--- config.mk ---
export PLATFORM = sky130hd
export DESIGN_NAME = solver_core_scheduler
export DESIGN_NICKNAME = d
export VERILOG_FILES = /design/src/rtl/solver_core_scheduler.sv
export SDC_FILE = /design/constraint.sdc
export NUM_CORES = 1
export LEC_CHECK = 0
export ABC_AREA = 1
export BUFFER_PORTS_ARGS = -buffer_cell sky130_fd_sc_hd__buf_2
export CAP_MARGIN = 10
export CORE_ASPECT_RATIO = 1.25
export CORE_MARGIN = 10
export CORE_UTILIZATION = 50
export CTS_CLUSTER_SIZE = 40
export DETAILED_ROUTE_END_ITERATION = 7
export PLACE_DENSITY = 0.7
export SLEW_MARGIN = 10
export SYNTH_ARGS = -nofsm -noshare
export SYNTH_HDL_FRONTEND = slang
export SYNTH_SLANG_ARGS = --single-unit
--- constraint.sdc ---
create_clock -name clk -period 4.2 [get_ports clk]
set_input_delay 0.84 -clock clk [delete_from_list [all_inputs] [get_ports clk]]
set_output_delay 0.84 -clock clk [all_outputs]
set_load 0.01 [all_outputs]
--- src/rtl/solver_core_scheduler.sv ---
// solver_core_scheduler: round-robin dispatch of job IDs onto a pool of solver
// cores, round-robin collection of their results, per-job result tagging and
// a wrapping batch total.
// Optional build macro SCHED_PERF_CNT_EN adds batch_cycles / core_util counters.
module solver_core_scheduler #(
  parameter int unsigned CORE_COUNT   = 4,
  parameter int unsigned JOB_ID_WIDTH = 8,
  parameter int unsigned RESULT_WIDTH = 4,
  parameter int unsigned SUM_WIDTH    = 16
) (
  input  logic                               clk,
  input  logic                               reset,
  input  logic                               job_valid,
  input  logic [JOB_ID_WIDTH-1:0]            job_id,
  input  logic                               job_last,
  output logic                               job_ready,
  output logic [JOB_ID_WIDTH-1:0]            dispatch_id,
  output logic [CORE_COUNT-1:0]              core_tx_valid,
  input  logic [CORE_COUNT-1:0]              core_ready,
  output logic [CORE_COUNT-1:0]              core_rx_ready,
  input  logic [CORE_COUNT-1:0]              core_result_valid,
  input  logic [CORE_COUNT*RESULT_WIDTH-1:0] core_result,
  output logic                               result_valid,
  output logic [JOB_ID_WIDTH-1:0]            result_id,
  output logic [RESULT_WIDTH-1:0]            result_value,
  output logic [SUM_WIDTH-1:0]               total_sum,
  output logic                               total_valid,
  output logic [$clog2(CORE_COUNT+1)-1:0]    busy_count
`ifdef SCHED_PERF_CNT_EN
  ,
  output logic [31:0]                        batch_cycles,
  output logic [31:0]                        core_util
`endif
);

  localparam int unsigned PTR_W = (CORE_COUNT > 1) ? $clog2(CORE_COUNT) : 1;
  localparam int unsigned CNT_W = $clog2(CORE_COUNT + 1);

  typedef enum logic [1:0] {
    ST_IDLE  = 2'd0,
    ST_RUN   = 2'd1,
    ST_DRAIN = 2'd2,
    ST_DONE  = 2'd3
  } state_t;

  state_t                  state, state_nxt;
  logic [CORE_COUNT-1:0]   busy, busy_nxt;
  logic [JOB_ID_WIDTH-1:0] id_table [CORE_COUNT];
  logic [PTR_W-1:0]        dptr, cptr;

  logic [CORE_COUNT-1:0]   free, eligible;
  logic                    disp_hit, col_hit;
  logic [PTR_W-1:0]        disp_idx, col_idx, scan_idx;
  logic [CORE_COUNT-1:0]   col_onehot;
  logic [RESULT_WIDTH-1:0] col_result;
  logic                    accept, collect, first_accept, drain_done;
  logic [CNT_W-1:0]        busy_pop;

  // (base + off) mod CORE_COUNT, valid for base, off < CORE_COUNT
  function automatic logic [PTR_W-1:0] wrap_add(input logic [PTR_W-1:0] base,
                                                input int unsigned      off);
    logic [PTR_W:0] s;
    s = {1'b0, base} + (PTR_W+1)'(off);
    if (s >= (PTR_W+1)'(CORE_COUNT)) s = s - (PTR_W+1)'(CORE_COUNT);
    return s[PTR_W-1:0];
  endfunction

  // Round-robin searches for the dispatch target and the collect source
  always_comb begin
    free     = core_ready & ~busy;
    eligible = core_result_valid & busy;
    disp_hit = 1'b0;
    disp_idx = '0;
    col_hit  = 1'b0;
    col_idx  = '0;
    scan_idx = '0;
    for (int unsigned i = 0; i < CORE_COUNT; i++) begin
      scan_idx = wrap_add(dptr, i);
      if (!disp_hit && free[scan_idx]) begin
        disp_hit = 1'b1;
        disp_idx = scan_idx;
      end
      scan_idx = wrap_add(cptr, i);
      if (!col_hit && eligible[scan_idx]) begin
        col_hit = 1'b1;
        col_idx = scan_idx;
      end
    end
  end

  // FSM next state plus the same-cycle handshake outputs
  always_comb begin
    state_nxt     = state;
    job_ready     = 1'b0;
    accept        = 1'b0;
    first_accept  = 1'b0;
    drain_done    = 1'b0;
    core_tx_valid = '0;
    core_rx_ready = '0;
    col_onehot    = '0;
    collect       = col_hit;
    dispatch_id   = job_id;

    job_ready = ((state == ST_IDLE) || (state == ST_RUN)) && disp_hit;
    accept    = job_valid && job_ready;
    if (accept) core_tx_valid = CORE_COUNT'(1) << disp_idx;
    if (col_hit) col_onehot = CORE_COUNT'(1) << col_idx;
    core_rx_ready = col_onehot;

    case (state)
      ST_IDLE: begin
        if (accept) begin
          first_accept = 1'b1;
          state_nxt    = job_last ? ST_DRAIN : ST_RUN;
        end
      end
      ST_RUN: begin
        if (accept && job_last) state_nxt = ST_DRAIN;
      end
      ST_DRAIN: begin
        if ((busy == '0) && !col_hit) begin
          drain_done = 1'b1;
          state_nxt  = ST_DONE;
        end
      end
      ST_DONE: state_nxt = ST_IDLE;
      default: state_nxt = ST_IDLE;
    endcase
  end

  // Result mux, next busy mask and its population count
  always_comb begin
    col_result = '0;
    for (int unsigned k = 0; k < CORE_COUNT; k++) begin
      if (col_onehot[k]) col_result = core_result[k*RESULT_WIDTH +: RESULT_WIDTH];
    end
    busy_nxt = busy;
    if (accept) busy_nxt[disp_idx] = 1'b1;
    if (collect) busy_nxt[col_idx] = 1'b0;
    busy_pop = '0;
    for (int unsigned k = 0; k < CORE_COUNT; k++) begin
      busy_pop = busy_pop + CNT_W'(busy_nxt[k]);
    end
  end

  // State register
  always_ff @(posedge clk) begin
    if (reset) state <= ST_IDLE;
    else       state <= state_nxt;
  end

  // Busy tracking, ID table, pointers, result and batch-total registers
  always_ff @(posedge clk) begin
    if (reset) begin
      busy         <= '0;
      dptr         <= '0;
      cptr         <= '0;
      busy_count   <= '0;
      result_valid <= 1'b0;
      result_id    <= '0;
      result_value <= '0;
      total_sum    <= '0;
      total_valid  <= 1'b0;
      for (int unsigned k = 0; k < CORE_COUNT; k++) id_table[k] <= '0;
    end else begin
      busy         <= busy_nxt;
      busy_count   <= busy_pop;
      result_valid <= collect;
      total_valid  <= drain_done;
      if (accept) begin
        id_table[disp_idx] <= job_id;
        dptr               <= wrap_add(disp_idx, 1);
      end
      if (collect) begin
        cptr         <= wrap_add(col_idx, 1);
        result_id    <= id_table[col_idx];
        result_value <= col_result;
      end
      // A first accept implies an empty busy mask, so no collect can coincide
      if (first_accept)  total_sum <= '0;
      else if (collect)  total_sum <= total_sum + SUM_WIDTH'(col_result);
    end
  end

`ifdef SCHED_PERF_CNT_EN
  // Batch window counters: first accept (inclusive) up to DONE (exclusive)
  always_ff @(posedge clk) begin
    if (reset) begin
      batch_cycles <= '0;
      core_util    <= '0;
    end else if (first_accept) begin
      batch_cycles <= 32'd1;
      core_util    <= 32'(busy_count);
    end else if ((state == ST_RUN) || (state == ST_DRAIN)) begin
      batch_cycles <= batch_cycles + 32'd1;
      core_util    <= core_util + 32'(busy_count);
    end
  end
`endif

endmodule
# After elaboration in Yosys (flattened, before gate mapping)
# Memories as Yosys holds them, arrays and structs flattened. A register that Yosys moved wholly into a read port is not among the register bits.
# Cells that the tools add are included.
word_totals:
  out_inout_bits: 50
  ramBits: 32
  register_bits: 35
  mem_count: 1
mem_list:
  columns: ["name", "depth", "width", "rd", "rd_ports_with_merged_regs", "wr", "line", "source"]
  rows:
  - ["id_table", 4, 8, 1, 1, 4, "48", "logic [JOB_ID_WIDTH-1:0] id_table [CORE_COUNT];"]
classes:
  n_eq_ne: 6
  bitwise: 7
  n_shift: 2
  add_sub_neg: 22
  n_lt_le_gt_ge: 22
  mux: 69
  reduce_logical: 26
op_table:
  columns: ["operator", "count"]
  rows:
  - ["2-to-1 mux 2 bit", 23]
  - ["2-to-1 mux 4 bit", 8]
  - ["less-than comparator 2 x 3 -> 1 bit, second input constant", 10]
  - ["2-to-1 mux 1 bit", 26]
  - ["greater-or-equal comparator 3 bit, second input constant", 8]
  - ["subtractor 2 x 1 -> 2 bit, second input constant", 10]
  - ["adder 16 x 4 -> 16 bit", 1]
  - ["binary-select mux 1 bit (select 2 bit)", 8]
  - ["adder 2 x 1 -> 3 bit, second input constant", 4]
  - ["adder 2 x 2 -> 3 bit, second input constant", 4]
  - ["AND 4 bit", 3]
  - ["logical AND 1 bit", 12]
  - ["2-to-1 mux 8 bit", 1]
  - ["inverter 4 bit", 2]
  - ["one-hot mux 2 bit (4 select lines)", 1]
  - ["OR reduction 8 bit", 1]
  - ["<< shifter 1 x 2 -> 4 bit, first input constant", 2]
  - ["zero test 1 bit", 7]
  - ["greater-or-equal comparator 2 x 3 -> 1 bit, second input constant", 2]
  - ["demux 1 bit (select 2 bit)", 2]
  - ["== test 2 bit, second input constant", 2]
  - ["greater-or-equal comparator 2 x 1 -> 1 bit, second input constant", 2]
  - ["zero test 4 bit", 1]
  - ["inequality test 2 bit, second input constant", 2]
  - ["11 further kinds", 12]

# Longest topological paths before layout
depth:
  ltp_word: 25
  depth_mapped: 29
  depth_no_buf: 26

# Worst setup path after synthesis
# Ideal clock, no wire load.
synth_path:
  path_type: "input to register"
  from: "in core_result_valid[3]"
  to: "reg total_sum[12]"
  setup_slack_ns: 0.271
  setup_ns: 0.112
  path_stages: 24
  required_ns: 4.088
  path_buffers: 2
  arrival_ns: 3.817
  path_cell_list: "nand3_1 nand2_1 nor2_1 nand3_1 nand2_2 nand2_2 buf_2 inv_1 ha_1 clkbuf_1 nor2_1 nand3_1 nand3_1 nand2_1 nand2_1 ha_1 fa_1 a21oi_1 o21ai_0 nand2_1 xor2_1 o21ai_0 inv_1 nor2_1"
synth_between:
  elab_chain_len: 20
  word_cells_on_any_way: 30
synth_lines:
  columns: ["item", "line", "source"]
  rows:
  - ["start, declared", "21", "input logic [CORE_COUNT-1:0] core_result_valid,"]
  - ["AND 4 bit *", "71", "eligible = core_result_valid & busy;"]
  - ["binary-select mux 1 bit (select 2 bit)", "84", "if (!col_hit && eligible[scan_idx]) begin"]
  - ["2-to-1 mux 1 bit (not written as such)", "84", null]
  - ["2-to-1 mux 1 bit", "84", null]
  - ["zero test 1 bit", "84", null]
  - ["logical AND 1 bit", "84", null]
  - ["2-to-1 mux 1 bit", "84", null]
  - ["zero test 1 bit", "84", null]
  - ["[... 3 more ...]", null, null]
  - ["logical AND 1 bit", "84", null]
  - ["2-to-1 mux 2 bit", "84", null]
  - ["<< shifter 1 x 2 -> 4 bit", "107", "if (col_hit) col_onehot = CORE_COUNT'(1) << col_idx;"]
  - ["2-to-1 mux 4 bit *", "107", null]
  - ["2-to-1 mux 4 bit (3 in series)", "135", "if (col_onehot[k]) col_result = core_result[k*RESULT_WIDTH +: RESULT_WIDTH];"]
  - ["2-to-1 mux 4 bit *", "135", null]
  - ["via col_result[0]", "55", "logic [RESULT_WIDTH-1:0] col_result;"]
  - ["adder 16 x 4 -> 16 bit *", "181", "else if (collect) total_sum <= total_sum + SUM_WIDTH'(col_result);"]
  - ["end signal, assigned", "181", null]
  - ["end, declared", "26", "output logic [SUM_WIDTH-1:0] total_sum,"]
# Mark *: on every way through the listed nets, which the timed path passes. The rest lies on a longest branch. The select of a mux whose other input is x is not followed.
# A chain may end at the register's enable or synchronous reset.

# Final worst setup path
layout_path:
  from: "in core_result_valid[2]"
  to: "reg total_sum[8]"
# Same word-level chain as after synthesis.

==> flow_summary_export.csv <==
group,metric,value,unit
drt,drtPass1Iterations,5,
sta,tns,0,ns
drt,routed_via_density,4.983,
setup_path,crit_type,"input port to flop",
sta,post-route-period-util,90.07,%
power_and_ir_drop,leakagePower,2.914,nW
power_and_ir_drop,powerDensity,737.1,nW/um^2
logic_synthesis,ys_seq_area_share,38.23,%
clock_network,htreeDepth,3,
sta,rsz0062_at_grt,"no",
sta,fmax,264.4,MHz
layout,fin_area,5548,um^2
power_and_ir_drop,pwr-share-comb,54.4,%
clock_network,hold_buffers,0,
setup_path,path_delay_family,"simple AND/OR/NAND/NOR gates",
power_and_ir_drop,switching_share,46.40,%
logic_synthesis,syn_inst,687,
setup_path,path_buf_inv,3,
drt,ant_nets,0,
clock_network,postCtsSetupRepairBufs,0,
logic_synthesis,post_synth_num_cell_types,37,
hold_path,hold_depth,2,
setup_path,rr_worst_depth,24,
sta,worst_pin_slew,0.5505,ns
layout,final.fill_count,877,
global_route,antenna_found_initial,0,
logic_synthesis,synth_area_leaders,"edfxtp_1, dfxtp_1, nand2_1",
drt,drt-total-wl,11360,um
setup_path,reg2reg_slack,0.47,ns
global_route,grtUsageTotal,16.40,%
hold_path,holdPathEnd,"state[1]",
floorplanning,die_w,107.3,um
clock_network,cts_buffer_depth,2,
run_status,outcome,"complete, no violations",
logic_synthesis,syn_area_per_cell,6.937,um^2
logic_synthesis,synth_edf_count,32,
floorplanning,initial_core_util,51.68,%
sta,maxSlewViolCount,0,
setup_path,cpPeakStageDelay,0.30,ns
setup_path,slowest_stage,"fa_1",
setup_path,cp-end-kind,"flop",
placement,place_congestion,0.9287,
logic_synthesis,synth_nets,742,
sta,fin_worst_skew,0.005895,ns
clock_network,clk_latency,0.33,ns
logic_synthesis,yosys.area.top_type,"edfxtp_1",
sta,finalHoldViolations,0,
logic_synthesis,ys_seq_elements,75,
logic_synthesis,yosysWarnings,0,
power_and_ir_drop,power.switching,0.001897,W
logic_synthesis,syn-cell-area,4766,um^2
logic_synthesis,synth_top_area_share,20.16,%
placement,place_inst,875,
layout,fin_util,60.15,%
layout,area_growth,16.41,%
sta,finalSetupViolCount,0,
setup_path,r2r_start,"cptr[0]",
drt,drc,0,
power_and_ir_drop,p_int,0.002192,W
sta,fin_crit,3.783,ns
floorplanning,fp.coreArea,9223,um^2
layout,multi_input_area,2301,um^2
setup_path,worstPathArrival,3.99,ns
floorplanning,die-area,13860,um^2
setup_path,rr_endpoint,"total_sum[8]",
layout,nets,818,
clock_network,cts_tree,"yes",
clock_network,clock-sinks,75,
global_route,grt_pass1_vias,4270,
setup_path,cp_common_cell,"nand2_1",
setup_path,crit_required,4.40,ns
floorplanning,die_y,129.2,um
placement,place_area,5240,um^2
placement,hpwl,9092,um
logic_synthesis,synth_flop_cell,"dfxtp_1",
floorplanning,io_pins,86,
power_and_ir_drop,ir_drop,0.3900,mV
power_and_ir_drop,p_clk_share,18.8,%
setup_path,startpoint_type,"input port",
clock_network,cts-root-buf,"clkbuf_16",
floorplanning,fp-row-count,39,
layout,final-seq-area,1823,um^2
drt,routedWlPerCell,12.77,um
global_route,grt_pass1_wl,18830,um
flow_run,max_cap_violations,0,
setup_path,critical_path.max_fanout,10,
hold_path,hp-start,"state[1]",
clock_network,post_cts_resized,0,
drt,via_count,4435,
layout,antenna_cells,0,
power_and_ir_drop,seq_power_share,26.8,%
sta,relSlewSlack,63.26,%
global_route,grt_max_degree,33,
global_route,grt.overflow.total,0,
clock_network,cts_made_buffers,9,
placement,io_buffers,85,
layout,final_cells,890,
layout,drive_gt1_share,17.86,%
clock_network,cts.reportedPaths.clkPinSlew,0.06,ns
hold_path,hold_path_class,"flop to flop",
drt,drt_iter0_markers,146,
logic_synthesis,synth-async-reset-ratio,0,%
worst max path at each step:
stage | from | end | depth (start not counted)
after detailed placement | core_result_valid[2] | total_sum[8] | 24
final | core_result_valid[2] | total_sum[8] | 26
after CTS | cptr[0] | total_sum[8] | 24
after floorplan | core_result_valid[3] | total_sum[12] | 24
after global placement | core_result_valid[3] | total_sum[8] | 24
after global routing | core_result_valid[2] | total_sum[8] | 24
logic make-up (layout without fill, tap and decap cells):
group	after synthesis	count (layout)	synth area share [%]
AND/OR/NAND/NOR	383	383	35.89
buffers and inverters	159	239	13.68
flip-flops	75	75	38.23
AO/OA/AOI/OAI	39	39	4.700
adder cells (fa/ha/maj)	19	19	5.303
XOR/XNOR	12	12	2.205
stage by stage:
| step | setup WS, ns | hold WS, ns | total power [W] |
|---|---|---|---|
| 4_1_cts | 0.1887 | 0.5271 | 0.004110 |
| 3_3_place_gp | 0.1467 | 0.5012 | 0.003275 |
| 2_1_floorplan | 0.2708 | 0.4775 | 0.002778 |
| 3_5_place_dp | -0.05532 | 0.5188 | 0.003326 |
| 5_1_grt | 0.01242 | 0.5715 | 0.004483 |
| 6_report | 0.4172 | 0.5242 | 0.004089 |
routing by layer:
| metal | up-vias | track usage (%) | wire length [um] |
|---|---|---|---|
| li1 | 2296 | - | - |
| met1 | 1964 | 18.17 | 4788 |
| met2 | 148 | 28.73 | 5492 |
| met3 | 27 | 4.712 | 842 |
| met4 | 0 | 6.864 | 238 |
| met5 | - | 0 | 0 |
cell type report:
type                            instances  share of cell area, %
Timing Repair Buffer                   91                  8.480
Clock buffer                            9                  4.060
Multi-Input combinational cell        453                  41.48
Sequential cell                        75                  32.86
Clock inverter                          6                  1.308
Tap cell                              123                  2.774
Inverter                              133                  9.044
cells in the final DEF (no fill, tap or decap), types with 9 or more instances in the layout:
cell	netlist	routed
nand2_1	150	150
inv_1	120	120
nor2_1	103	102
nand3_1	97	97
buf_2	9	85
dfxtp_1	43	42
edfxtp_1	32	32
ha_1	17	16
a21oi_1	14	13
o21ai_0	14	13
inv_2	12	12
xor2_1	11	11
clkbuf_16	0	9
flip-flops by register name, indices dropped and copies added, names as in the netlist:
signal and count:
busy 4, busy_count 3, cptr 2, dptr 2, id_table 32, result_id 8, result_valid 1, result_value 4
state 2, total_sum 16, total_valid 1
worst register-to-register path, delay by kind of cell, from the launching register on:
family | cells | cell delay (ns)
compound gates | 2 | 0.30
fa+ha+maj | 3 | 0.76
simple gates | 16 | 1.73
buf+inv | 3 | 0.35
flops | 1 | 0.46
Yosys cell counts, types with 4 or more instances:
cell	instances
nor3_1	6
nand3_1	97
nand3_4	4
buf_4	11
clkbuf_1	5
inv_2	12
inv_1	120
nand3b_1	4
o21ai_0	14
edfxtp_1	32
nand4_1	8
o21ai_1	5
dfxtp_1	43
a21oi_1	14
nand2_1	150
nor2_1	103
buf_2	9
ha_1	17
xor2_1	11
power by group through the flow:
stage | combinational [W] | clock (W) | sequential (W)
final | 0.00223 | 0.000769 | 0.00109
after detailed placement | 0.00222 | 0 | 0.00111
after floorplan | 0.00168 | 0 | 0.00109
after global placement | 0.00218 | 0 | 0.00110
after CTS | 0.00223 | 0.000784 | 0.00109
after global routing | 0.00256 | 0.000809 | 0.00112
(Power assumes the default switching activity.)
